--- src/rtl/sram_obi_bridge.sv ---
// OBI request/grant front end for the byte-enabled SRAM port: one-cycle read latency plus an in-order response FIFO.
// Optional `SRAM_OBI_BRIDGE_PERF_EN adds saturating read/write/error access counters.
module sram_obi_bridge #(
  parameter int DATAWIDTH    = 32,
  parameter int ADDRWIDTH    = 14,
  parameter int BUSADDRWIDTH = 32,
  parameter logic [BUSADDRWIDTH-1:0] BASE_ADDR = '0,
  parameter int RSP_DEPTH    = 2
) (
  input  logic                    clk,
  input  logic                    rst,
  input  logic                    req,
  output logic                    gnt,
  input  logic [BUSADDRWIDTH-1:0] addr,
  input  logic                    we,
  input  logic [DATAWIDTH/8-1:0]  be,
  input  logic [DATAWIDTH-1:0]    wdata,
  output logic                    rvalid,
  input  logic                    rready,
  output logic [DATAWIDTH-1:0]    rdata,
  output logic                    err,
  output logic [ADDRWIDTH-1:0]    sram_addr,
  output logic                    sram_we,
  output logic [DATAWIDTH/8-1:0]  sram_be,
  output logic [DATAWIDTH-1:0]    sram_d,
  input  logic [DATAWIDTH-1:0]    sram_q
`ifdef SRAM_OBI_BRIDGE_PERF_EN
  ,
  output logic [31:0]             perf_rd_cnt,
  output logic [31:0]             perf_wr_cnt,
  output logic [31:0]             perf_err_cnt
`endif
);

  localparam int BEW = DATAWIDTH / 8;
  localparam int LSB = $clog2(BEW);
  localparam int CW  = $clog2(RSP_DEPTH + 1);
  localparam int PW  = $clog2(RSP_DEPTH);
  localparam logic [BUSADDRWIDTH:0] WINDOW = (BUSADDRWIDTH+1)'(BEW) << ADDRWIDTH;

  typedef struct packed {
    logic                 err;
    logic [DATAWIDTH-1:0] data;
  } rsp_t;

  logic [BUSADDRWIDTH-1:0] off;
  logic                    in_range;
  logic                    accept;
  logic                    pop;
  logic                    push;
  logic                    fifo_pop;
  logic                    fifo_empty;
  rsp_t                    stg_rsp;
  rsp_t                    head;

  logic [CW-1:0] cnt_q, cnt_d;
  logic [CW-1:0] fcnt_q, fcnt_d;
  logic [PW-1:0] wptr_q, wptr_d;
  logic [PW-1:0] rptr_q, rptr_d;
  logic          stg_vld_q, stg_vld_d;
  logic          stg_rd_q, stg_rd_d;
  logic          stg_err_q, stg_err_d;
  rsp_t          mem_q [RSP_DEPTH];

  function automatic logic [PW-1:0] ptr_inc(input logic [PW-1:0] p);
    return (p == PW'(RSP_DEPTH - 1)) ? '0 : p + PW'(1);
  endfunction

  assign off       = addr - BASE_ADDR;
  assign in_range  = {1'b0, off} < WINDOW;
  assign gnt       = !rst && (cnt_q < CW'(RSP_DEPTH));
  assign accept    = req && gnt;
  assign sram_addr = off[LSB +: ADDRWIDTH];
  assign sram_we   = accept && we && in_range;
  assign sram_be   = be;
  assign sram_d    = wdata;

  // The stage register holds the response accepted last cycle; read data is taken live from sram_q.
  always_comb begin
    stg_rsp      = '0;
    stg_rsp.err  = stg_err_q;
    stg_rsp.data = stg_rd_q ? sram_q : '0;
  end

  assign fifo_empty = (fcnt_q == '0);
  assign head       = fifo_empty ? stg_rsp : mem_q[rptr_q];
  assign rvalid     = !rst && (!fifo_empty || stg_vld_q);
  assign rdata      = rvalid ? head.data : '0;
  assign err        = rvalid && head.err;
  assign pop        = rvalid && rready;
  assign fifo_pop   = pop && !fifo_empty;
  // A fresh response bypasses the FIFO only when nothing is queued ahead of it and it is consumed now.
  assign push       = stg_vld_q && !(fifo_empty && rready);

  always_comb begin
    cnt_d     = cnt_q + CW'(accept) - CW'(pop);
    fcnt_d    = fcnt_q + CW'(push) - CW'(fifo_pop);
    wptr_d    = push ? ptr_inc(wptr_q) : wptr_q;
    rptr_d    = fifo_pop ? ptr_inc(rptr_q) : rptr_q;
    stg_vld_d = accept;
    stg_rd_d  = accept && !we && in_range;
    stg_err_d = accept && !in_range;
  end

  always_ff @(posedge clk) begin
    if (rst) begin
      cnt_q     <= '0;
      fcnt_q    <= '0;
      wptr_q    <= '0;
      rptr_q    <= '0;
      stg_vld_q <= 1'b0;
      stg_rd_q  <= 1'b0;
      stg_err_q <= 1'b0;
    end else begin
      cnt_q     <= cnt_d;
      fcnt_q    <= fcnt_d;
      wptr_q    <= wptr_d;
      rptr_q    <= rptr_d;
      stg_vld_q <= stg_vld_d;
      stg_rd_q  <= stg_rd_d;
      stg_err_q <= stg_err_d;
    end
  end

  always_ff @(posedge clk) begin
    if (push) mem_q[wptr_q] <= stg_rsp;
  end

`ifdef SRAM_OBI_BRIDGE_PERF_EN
  logic [31:0] perf_rd_q, perf_rd_d;
  logic [31:0] perf_wr_q, perf_wr_d;
  logic [31:0] perf_err_q, perf_err_d;

  function automatic logic [31:0] sat_inc(input logic [31:0] c, input logic en);
    return (en && (c != '1)) ? c + 32'd1 : c;
  endfunction

  always_comb begin
    perf_rd_d  = sat_inc(perf_rd_q, accept && !we && in_range);
    perf_wr_d  = sat_inc(perf_wr_q, accept && we && in_range);
    perf_err_d = sat_inc(perf_err_q, accept && !in_range);
  end

  always_ff @(posedge clk) begin
    if (rst) begin
      perf_rd_q  <= '0;
      perf_wr_q  <= '0;
      perf_err_q <= '0;
    end else begin
      perf_rd_q  <= perf_rd_d;
      perf_wr_q  <= perf_wr_d;
      perf_err_q <= perf_err_d;
    end
  end

  assign perf_rd_cnt  = perf_rd_q;
  assign perf_wr_cnt  = perf_wr_q;
  assign perf_err_cnt = perf_err_q;
`endif

endmodule

--- config.mk ---
export PLATFORM = sky130hd
export DESIGN_NAME = sram_obi_bridge
export DESIGN_NICKNAME = d
export VERILOG_FILES = /design/src/rtl/sram_obi_bridge.sv
export SDC_FILE = /design/constraint.sdc
export NUM_CORES = 1
export LEC_CHECK = 0
export BUFFER_PORTS_ARGS = -buffer_cell sky130_fd_sc_hd__buf_2
export CORE_MARGIN = 2
export CORE_UTILIZATION = 25
export CTS_CLUSTER_DIAMETER = 200
export DETAILED_ROUTE_END_ITERATION = 8
export GPL_TIMING_DRIVEN = 0
export SLEW_MARGIN = 40
export SYNTH_ARGS = -nofsm -noshare
export SYNTH_HDL_FRONTEND = slang
export SYNTH_SLANG_ARGS = --single-unit
--- constraint.sdc ---
create_clock -name clk -period 2.8 [get_ports clk]
set_input_delay 0.28 -clock clk [delete_from_list [all_inputs] [get_ports clk]]
set_output_delay 0.28 -clock clk [all_outputs]
set_load 0.05 [all_outputs]
* After elaboration in Yosys (flattened, before gate mapping)
Memory sizes are Yosys's and may differ from the RTL's. A register that Yosys moved wholly into a read port is not among the register bits.
Cells that the tools add are included.
** Word-level totals
- Register bits :: 9
- Latch bits :: 0
- Memory bits (writable) :: 66
- Memory bits (read-only) :: 0
- Memories :: 1
** Memories
- mem_q :: words 2, bits a word 33, rd ports 1, clocked after memory_dff 1, write ports 1, line 63 : rsp_t mem_q [RSP_DEPTH];
** Operators by class
- Add/sub/neg operators :: 6
- Multiply operators :: 0
- Divide/modulo/power cells :: 0
- Order comparisons :: 2
- Equal/unequal tests :: 0
- Shift operators :: 0
- Multiplexer cells :: 9
- Bitwise gates (word level) :: 0
- Reduce and logical (&&, ||, !) cells :: 20
** Operator list (number)
- two-way mux 32 bit :: 2
- two-way mux 33 bit :: 1
- < comparator 32 x 17 -> 1 bit (second input constant) :: 1
- logical AND 1 bit :: 13
- two-way mux 1 bit :: 6
- logical NOT 1 bit :: 5
- adder 2 x 1 -> 2 bit :: 2
- subtractor 2 x 1 -> 2 bit :: 2
- adder 1 bit (second input constant) :: 2
- logical NOT 2 bit :: 1
- < comparator 2 bit (second input constant) :: 1
- logical OR 1 bit :: 1

* Depth between registers and ports, before layout
Gate-level depths: netlist of the first run.
- Word-level depth :: 8
- Gate-level depth with buffers :: 11
- Gate-level depth less buffers :: 9

* Worst setup path after synthesis of the first run
No wires, ideal clock.
- Kind :: register to register
- Start :: register fcnt_q[1]
- End :: memory mem_q[0][0] in the netlist's numbering, enable pin
- Arrival time :: 2.206 ns
- Data required time :: 2.373 ns
- Slack :: 0.167 ns
- Cell stages (with the launch flop) :: 5
- Buffers on the path :: 1
- Cells stage by stage :: dfxtp_1 -> or2_1 -> buf_6 -> o21a_4 -> nor2b_1
** Between the ends
- Cells in the longest elaborated chain, start to end :: 6
** RTL lines
- start, declared :: line 57 : logic [CW-1:0] fcnt_q, fcnt_d;
- start signal, assigned :: line 116 : fcnt_q <= fcnt_d;
- logical NOT 2 bit :: line 85 : assign fifo_empty = (fcnt_q == '0);
- logical AND 1 bit :: line 93 : assign push = stg_vld_q && !(fifo_empty && rready);
- logical NOT 1 bit :: line 93
- logical AND 1 bit :: line 93
- net push :: line 50 : logic push;
- two-way mux 1 bit :: line 126 : if (push) mem_q[wptr_q] <= stg_rsp;
- two-way mux 1 bit (implied by the code) :: line 126
- end, declared :: line 63
The timed path passes the listed nets, and every way through them passes these cells.

==> summary.md, run 1 <==
| Metric | Value |
|---|---|
| Status | finished clean |
| Clk_skew | 7.15 ps |
| PwrDens | 682 mW/mm^2 |
| Max Clk Rate | 0.441 GHz |
| Root Driver | clkbuf_16 |
| Crit Path Category | reg -> out |
| Period utilisation layout | between 80 and 90% |
| Setup_tns | 0 ps |
| FILL cells | ~1600 |
| CP Launch Type | flop |
| First drt pass iteration count | 4 |
| Worst EP required | 2520 ps |
| Main synth FF type | edfxtp_1 |
| Top area cells in the synthesized netlist | edfxtp_1 (49%), buf_4 (9.6%), a211oi_2 (9.3%), mux2i_1 (8.1%), and2_1 (5.1%) |
| Rows | 46 |
| Arr. time, crit path | 1990 ps |
| Vias/cell | approximately 4.1 |
| Seq/Total Area, Yosys | 53.8% |
| Cell variety after synth | 26 |
| Total of max-cap violations | 0 |
| Core area | 0.0159 mm^2 |
| Gate power share | 34.2% |
| Buffer count from post-CTS setup fixing | 0 |
| Area Growth Syn to Fin | 32.3% |
| RD Place Congestion | 0.759 |
| Share of cells above drive strength 1 | 53.2% |
| Sequential power share | 35.6% |
| Syn_area_per_cell | about 13 um^2 |
| Initial core utilization | 25.5% |
| Max_slew headroom | 64.6% |
| Detail Placement HPWL | 7820 um |
| GRT Total Usage | 12.6% |
| Pin count of the biggest net entering global routing | 34 |
| First-pass GRT wire length | 16300 um |
| # resized after CTS | 0 |
| Antenna violations before repair | 0 |
| Lkg Pwr | roughly 2.3 nW |
| Total Wirelength | 10800 um |
| # DRC | 0 |
| CTS tree | built |
| Vias in the first global route | around 3100 |
| Final setup fails | 0 |
| Slew Viols, Final | 0 |
| CTS buffer count | 9 |
| Die width | ~130 um |
| Final worst setup slack | 532 ps |
| Initial DRC Count | around 110 |
| Clock latency on the worst-skew pair | 330 ps |
| Post-synth EDFFs | 66 |
| Crit-path max FO | 10 |
| Syn Nets | ~430 |
| Post-synth top area share | 48.9% |
| Post-route design area | 0.00537 mm^2 |
| Clock buffer depth | 2 |
| IO Port Bufs | ~140 |
| YS warnings | 0 |
| Grt ovf | 0 |
| Post-synth top cells | edfxtp_1 (66), buf_4 (52), nor2_1 (42) |
| Ys async rst share | 0% |
| Worst Hold Class | in -> reg |
| CP endpoint kind | output pin |
| Synthesized area | just over 0.004 mm^2 |
| Final core utilization | 33.8% |
| Fin. Hold Viols | 0 |
| Fin Hold WS | 133 ps |
| Die area | 0.0173 mm^2 |
| Switching power | between 1 and 1.5 mW |
| Clk slew on worst S/H paths | about 50 ps |
| VDD IR-drop max | 301 uV |
| Fin nets | a little under 600 |
| Post-synthesis instance total | 320 |
| N_diodes | 0 |
| Die height | around 130 um |
| Wire per inst | 15.5 um |
| Top-count cell post-synth | edfxtp_1 |
| Worst Tran Pin Value | 531 ps |
| Post-layout min period | ~2300 ps |
| Hold buffers post-CTS | 0 |
| Placed inst area | 0.00508 mm^2 |
| Inst Count DP | 676 |
| Final ANT Viol Nets | 0 |
| Unrepaired setup endpoints after global routing | false |
| Htree depth | 3 |
| Synth Register Bits | 76 |
| Sw Ratio | 35.1% |
| Largest area contributor in the netlist | edfxtp_1 |
| CTS sink cnt | between 70 and 80 |
| Post-route non-filler standard cell count | a little under 700 |
| Total power | 3.66 mW |
| Pre-CTS setup slack | 522 ps |
| Clock Power Share | 30.2% |
| Internal power | ~2.4 mW |
| I/O pin count | around 190 |
| Via count | 2868 |
-- cell families after synthesis --
group                    after synthesis  synth area share, %
AO/OA/AOI/OAI                         36                 10.8
XOR/XNOR                               5                 1.08
adder cells (fa/ha/maj)                4                 1.23
buffers and inverters                 77                 13.6
flip-flops                            76                 53.8
multiplexers                          34                 8.51
AND/OR/NAND/NOR                       88                 11.0
-- cell usage in the layout, fill, tap and decap left out, types with 2 or more instances in the layout --
master and instances:
a211oi_2 30, nor2_1 42, and2_1 32, dfxtp_1 10
buf_6 8, nor2b_1 3, clkbuf_1 3, a211oi_1 3
xor2_1 3, mux2i_1 33, ha_1 4, clkbuf_16 9
buf_2 144, clkinv_1 4, xnor2_1 2, nor4_1 4
buf_4 52, inv_1 8, edfxtp_1 66, buf_16 2
-- layout make-up --
| class | count | area [um^2] | share of cell area (%) |
|---|---|---|---|
| Buffer | 69 | 522 | 9.72 |
| Clock buffer | 9 | 225 | 4.20 |
| Clock inverter | 7 | 57.6 | 1.07 |
| Timing Repair Buffer | 140 | 746 | 13.9 |
| Multi-Input combinational cell | 167 | 1330 | 24.8 |
| Inverter | 8 | 30.0 | 0.560 |
| Tap cell | 216 | 270 | 5.04 |
| Sequential cell | 76 | 2180 | 40.7 |
-- layer usage --
layer	track usage [%]	vias to the layer above	wire length, um	share of wire [%]
li1	-	1387	-	-
met1	13.8	1323	4090	38
met2	23.0	146	5740	53
met3	3.05	12	743	6.9
met4	5.56	0	185	1.7
met5	0	-	0	0
-- worst max-delay path: stages (launching register included) --
cell and delay, ps:
dfxtp_1 430, clkbuf_1 380, and2_1 230, nor2_1 60
a211oi_2 250, buf_2 310
-- sequential cells by signal, summed over array words and instances, names as in the netlist, named ones only --
| signal | count |
|---|---|
| stg_err_q | 1 |
| cnt_q | 2 |
| stg_rd_q | 1 |
| stg_vld_q | 1 |
| wptr_q | 1 |
| rptr_q | 1 |
| mem_q | 66 |
| fcnt_q | 2 |
-- power groups by stage --
stage	logic, mW	registers (mW)	clock network (mW)
finish	1.25	1.30	1.10
global route	1.36	1.31	1.20
CTS	1.28	1.30	1.15
detailed placement	1.28	1.33	0
global placement	1.24	1.33	0
floorplan	0.968	1.32	0
-- worst paths after layout --
kind / start / end / slack, ps / depth (start not counted)
max: stg_rd_q / rdata[11] / 530 / 5
min: we / stg_rd_q / 130 / 2
max reg2reg: fcnt_q[0] / cnt_q[1] / 540 / 11
min reg2reg: stg_err_q / mem_q[1][32] / 460 / 0
Power figures use the tool's default switching activity.
==> run 2, diff against run 1 <==
clock period = 2.2 ns   (was 2.8 ns; I/O delays follow)
==> run 2 against run 1 <==
  * Count of clock-buffer cells in the layout unchanged
  * Setup slack got worse by 420 ps
  * Clock skew down 3.7 ps
  * Sequential share of layout area fell by 0.68 points
  * Cell count up 0.43%
  * Wire length down 5.0%
  * Sequential cell count unchanged
  * Clock power up 49%
  * Sequential power up 28%
  * Largest cell class unchanged
  * Largest power group unchanged
  * Highest routed layer unchanged
==> summary.md, run 2 (synthesis gave the netlist of run 1 again) <==
| Metric | Value |
|---|---|
| Max Clk Rate | 0.480 GHz |
| Unrepaired setup endpoints after global routing | false |
| Clk_skew | 3.42 ps |
| Core area | 0.0159 mm^2 |
| Post-layout min period | roughly 2100 ps |
| Detail Placement HPWL | between 7000 and 8000 um |
| Max stage delay on crit path | 320 ps |
| Min-delay src | we |
| Post-route non-filler standard cell count | 695 |
| Wire per inst | 14.7 um |
| Most common cell after layout, fill and taps aside | buf_2 |
| Initial core utilization | between 20 and 30% |
| R2r endpoint | cnt_q[1] |
| CP Launch Type | flop |
| First-pass GRT wire length | 15800 um |
| Largest register FFs | between 60 and 70 |
| Pre-CTS setup slack | -107 ps |
| Clk slew on worst S/H paths | around 60 ps |
| Internal power | between 3 and 4 mW |
| Top delay family on crit path | buffers and inverters |
| Final worst setup slack | roughly 110 ps |
| Hold path endpoint | stg_rd_q |
| Fin nets | 583 |
| First drt pass iteration count | 4 |
| Die height | ~130 um |
| VDD IR-drop max | 360 uV |
| Root Driver | clkbuf_16 |
| FF-to-FF setup slack | 180 ps |
| CTS tree | built |
| Worst Tran Pin Value | 638 ps |
| Register area | 0.00218 mm^2 |
| Max_slew headroom | 57.4% |
| Crit-path cells | or2_1 -> buf_6 -> o21bai_4 -> buf_4 -> buf_6 -> a211oi_2 -> buf_2 |
| Period utilisation layout | 94.8% |
| Worst EP required | between 1500 and 2000 ps |
| Antenna violations before repair | 0 |
| Switching power | 1.64 mW |
| Total of max-cap violations | 0 |
| Clock latency on the worst-skew pair | 330 ps |
| I/O pin count | roughly 190 |
| Vias/cell | approximately 4.1 |
| Total Wirelength | roughly 10000 um |
| Inst Count DP | 675 |
| Status | finished clean |
| Share of cells above drive strength 1 | 54.1% |
| GRT Total Usage | 11.8% |
| Commonest cells after routing, fill and taps aside | buf_2 (134), edfxtp_1 (66), buf_4 (58) |
| WHS Path Cells | 2 |
| FILL cells | 1602 |
| Via count | 2874 |
| Worst Hold Class | in -> reg |
| Final setup fails | 0 |
| Vias in the first global route | 2975 |
| Hold buffers post-CTS | 0 |
| PwrDens | approximately 900 mW/mm^2 |
| Sw Ratio | 33.3% |
| CP endpoint kind | output pin |
| Area of the multi-input gates | around 0.0013 mm^2 |
| Placed inst area | 0.00505 mm^2 |
| CP bufs+invs | 4 |
| Crit-path slowest cell | dfxtp_1 |
| Fin. Hold Viols | 0 |
| Arr. time, crit path | 1870 ps |
| IO Port Bufs | 138 |
| Largest regs | mem_q (66), cnt_q (2), fcnt_q (2) |
| Reg with most FFs | mem_q |
| Clock Power Share | 33.4% |
| Crit Path Category | reg -> out |
| Crit-path max FO | 10 |
| RD Place Congestion | 0.683 |
| CTS buffer count | 9 |
| Slew Viols, Final | 0 |
| Grt ovf | 0 |
| Pin count of the biggest net entering global routing | 34 |
| CTS sink cnt | 76 |
| Setup_tns | 0 ps |
| Lkg Pwr | 2.31 nW |
| Clock buffer depth | 2 |
| Post-route design area | 0.00546 mm^2 |
| Die area | 0.0173 mm^2 |
| FF-to-FF Start | fcnt_q[0] |
| Area Growth Syn to Fin | 34.5% |
| Most used cell, CP | buf_6 |
| Htree depth | 3 |
| Die width | 131 um |
| # DRC | 0 |
| R2R depth | 11 |
| Sequential power share | 33.7% |
| Final ANT Viol Nets | 0 |
| Gate power share | 32.9% |
| Rows | 46 |
| N_diodes | 0 |
| Initial DRC Count | around 120 |
==> run 2: cell count changes in the layout (fill, tap and decap cells not counted), sizes merged <==
| cell | change |
|---|---|
| clkbuf | +7 |
| clkinvlp | -1 |
| buf | -4 |
| clkinv | -1 |
| bufinv | +2 |
==> run 2: how the worst max path moves through the flow <==
stage / startpoint / endpoint / cells past startpoint
after floorplan: fcnt_q[0] / err / 4
after CTS: fcnt_q[1] / rdata[21] / 7
after detailed placement: fcnt_q[0] / cnt_q[1] / 11
after global routing: fcnt_q[1] / rdata[20] / 7
final: fcnt_q[0] / rdata[13] / 7
after global placement: fcnt_q[1] / mem_q[0][18] / 4
==> run 2: worst reg2reg max path, delay by kind of cell, from the launching register on <==
family,cells,cell delay [ps]
AOI/OAI and AO/OA,1,180
xor gates and xnor gates,2,320
adders and majority gates,2,470
buffers and inverters,3,310
DFF,1,320
and+or+nand+nor,3,330
==> run 2: cell type report <==
cell class                 count  share of cell area [%]
clock buffer                   9                    4.13
sequential                    76                    40.0
multi-input combinational    167                    24.4
buffer                        69                    9.79
tap                          216                    4.95
clock inverter                 7                    1.93
inverter                       8                   0.550
timing repair buffer         143                    14.2
==> run 2: timing repair <==
action / in CTS / in global routing
buffers inserted: 2 / 2
gates cloned: 0 / 0
pin swaps: 1 / 1
endpoints found under the setup margin: 19 / 11
gates resized for setup: 3 / 16
==> run 2: power by group through the flow <==
stage	Combinational, mW	Sequential, mW	Clock, mW
floorplan	1.23	1.68	0
global placement	1.57	1.69	0
detailed placement	1.61	1.69	0
CTS	1.63	1.66	1.68
global route	1.74	1.66	1.75
finish	1.62	1.66	1.64
==> run 2: stage by stage <==
stage	hold WS (ps)	utilization [%]	power, mW
after global routing	63.4	34.3	5.15
after CTS	48.8	34.0	4.96
after global placement	404	31.6	3.26
final	64.0	34.3	4.92
after floorplan	296	-	2.91
after detailed placement	406	31.8	3.30
==> run 2: metal layers <==
layer | GRT usage [%] | wire [um] | vias to the layer above
li1 | - | - | 1389
met1 | 13.8 | 4190 | 1342
met2 | 20.8 | 5250 | 134
met3 | 3.97 | 684 | 9
met4 | 3.20 | 99 | 0
met5 | 0 | 0 | -
==> run 3, diff against run 2 <==
SLEW_MARGIN = 20   (was 40)
clock period = 1.67 ns   (was 2.2 ns; I/O delays follow)
==> run 3 against run 2 <==
  * The run now ends with negative setup slack left
  * Sequential cell count stayed put
  * Global-route usage is 0.20 points higher
  * Register-to-register slack worse by 490 ps
  * Critical endpoint is now rdata[22]
  * Combinational power is 87% higher
  * Sequential power is 32% higher
  * Clock power is 13% higher
  * Critical path depth stayed put
  * Utilization is 4.6 points higher
==> summary.md, run 3 (synthesis gave the netlist of run 1 again) <==
| Metric | Value |
|---|---|
| Root Driver | clkbuf_16 |
| Gate power share | 42.9% |
| Initial DRC Count | between 90 and 100 |
| Core area | between 0.015 and 0.02 mm^2 |
| Worst Tran Pin Value | 354 ps |
| Final setup fails | 103 |
| Unrepaired setup endpoints after global routing | true |
| Sequential power share | 31.0% |
| Busiest layer in global routing | met2 |
| PwrDens | 1140 mW/mm^2 |
| Clock buffer depth | 2 |
| Min-delay src | req |
| Period utilisation layout | 119% |
| Die area | 0.0173 mm^2 |
| Most common cell after layout, fill and taps aside | buf_2 |
| CP endpoint kind | output pin |
| Slew Viols, Final | 0 |
| First drt pass iteration count | 4 |
| Worst Hold Class | in -> reg |
| Die height | 131 um |
| Rows | 46 |
| Clk_skew | 3.96 ps |
| Reg with most FFs | mem_q |
| Crit-path max FO | 12 |
| Post-route design area | approximately 0.0062 mm^2 |
| FILL cells | roughly 1600 |
| Sw Ratio | 36.4% |
| Switching power | 2.57 mW |
| Final ANT Viol Nets | 0 |
| Internal power | between 4 and 5 mW |
| Pre-CTS setup slack | -689 ps |
| Crit Path Category | reg -> out |
| Max Clk Rate | 0.504 GHz |
| Via count | 2963 |
| Antenna violations before repair | 0 |
| Clock Power Share | 26.2% |
| Vias/cell | roughly 4.2 |
| VDD IR-drop max | 540 uV |
| Fin Hold WS | 115 ps |
| # DRC | 0 |
| Htree depth | 3 |
| Fin. Hold Viols | 0 |
| FF-to-FF Start | fcnt_q[1] |
| Die width | about 130 um |
| Fin nets | 598 |
| Arr. time, crit path | 1820 ps |
| Clock latency on the worst-skew pair | 330 ps |
| Pin count of the biggest net entering global routing | 18 |
| First-pass GRT wire length | 16000 um |
| RD Place Congestion | 0.655 |
| Global routing usage on met3 | 3.94% |
| Post-layout min period | 1980 ps |
| Vias in the first global route | 3061 |
| Grt met1 use | a little over an eighth |
| I/O pin count | between 150 and 200 |
| Failing checks | negative setup slack |
| Total Wirelength | around 10000 um |
| Clk slew on worst S/H paths | 60 ps |
| Total of max-cap violations | 0 |
| GRT Total Usage | about 12% |
| Largest register FFs | 66 |
| N_diodes | 0 |
| Status | finished, violations left |
| Lkg Pwr | 2.46 nW |
| CTS buffer count | 9 |
| Crit path from | fcnt_q[0] |
| Area Growth Syn to Fin | 52.4% |
| Placed inst area | 0.00519 mm^2 |
| Final worst setup slack | -314 ps |
| Initial core utilization | 25.5% |
| Met2 Use GR | 21.4% |
| Largest regs | mem_q (66), cnt_q (2), fcnt_q (2) |
| Grt ovf | 0 |
| CTS sink cnt | 76 |
| CP Launch Type | flop |
| Commonest cells after routing, fill and taps aside | buf_2 (104), edfxtp_1 (66), buf_4 (63) |
| Wire per inst | 14.8 um |
| Max_slew headroom | about 76% |
| Detail Placement HPWL | roughly 7000 um |
| Share of cells above drive strength 1 | 60.6% |
| IO Port Bufs | 138 |
| Worst EP required | 1500 ps |
| CTS tree | built |
[run 3: cell count changes in the layout (fill, tap and decap cells not counted), sizes merged]
cell         delta
clkinvlp        +1
nor2b           +1
clkbuf          -4
bufinv          -2
dlygate4sd3     +1
and2            +1
buf            +16
[run 3: final cells by class]
| class | instances | area, um^2 | share of cell area [%] |
|---|---|---|---|
| flip-flops and latches | 76 | 2190 | 35.4 |
| multi-input cells | 169 | 1660 | 26.8 |
| repair buffers | 156 | 1140 | 18.5 |
| plain buffers | 69 | 612 | 9.90 |
| well taps | 216 | 270 | 4.37 |
| clock buffers | 9 | 225 | 3.64 |
| clock inverters | 6 | 56.3 | 0.911 |
| inverters | 8 | 30.0 | 0.486 |
[run 3: worst paths after layout]
check | cells past startpoint | slack (ps) | end
worst max register to register | 11 | -310 | cnt_q[1]
worst max-delay path | 7 | -310 | rdata[22]
worst min register to register | 0 | 480 | mem_q[0][32]
worst min-delay path | 3 | 110 | stg_vld_q
[run 3: timing repair]
action                                  4_1_cts  5_1_grt
gates resized for setup                     117       22
setup buffers                                10        4
gates cloned                                  2        3
pin swaps                                     7        5
endpoints found under the hold margin         1        0
hold buffers                                  1        0
endpoints found under the setup margin      102       39
[run 3: worst max-delay path, cell delays in order, from the launching register on]
cell,delay [ps]
dfxtp_2,340
or2_1,120
buf_6,120
buf_6,210
buf_6,190
nor2_1,90
a211oi_4,230
buf_6,190
[run 3: power by group through the flow]
| stage | clock [mW] | sequential, mW | combinational (mW) |
|---|---|---|---|
| finish | 1.85 | 2.19 | 3.03 |
| global route | 1.99 | 2.19 | 3.20 |
| CTS | 1.92 | 2.19 | 2.79 |
| detailed placement | 0 | 2.22 | 2.34 |
| global placement | 0 | 2.22 | 2.31 |
| floorplan | 0 | 2.21 | 1.87 |
[run 3: metrics by stage]
step                      util (%)  instances  TNS [ps]  power [mW]
after detailed placement      32.7        674    -28200        4.57
final                         38.9        709    -13490        7.06
after global routing          38.9        709    -17580        7.38
after CTS                     37.7        702     -9760        6.89
after floorplan                  -        320     -2370        4.08
after global placement        32.7        674    -25660        4.52
[run 3: per-layer routing]
metal | vias up | wire length (um)
li1 | 1395 | -
met1 | 1423 | 4340
met2 | 135 | 5370
met3 | 10 | 670
met4 | 0 | 107
met5 | - | 0
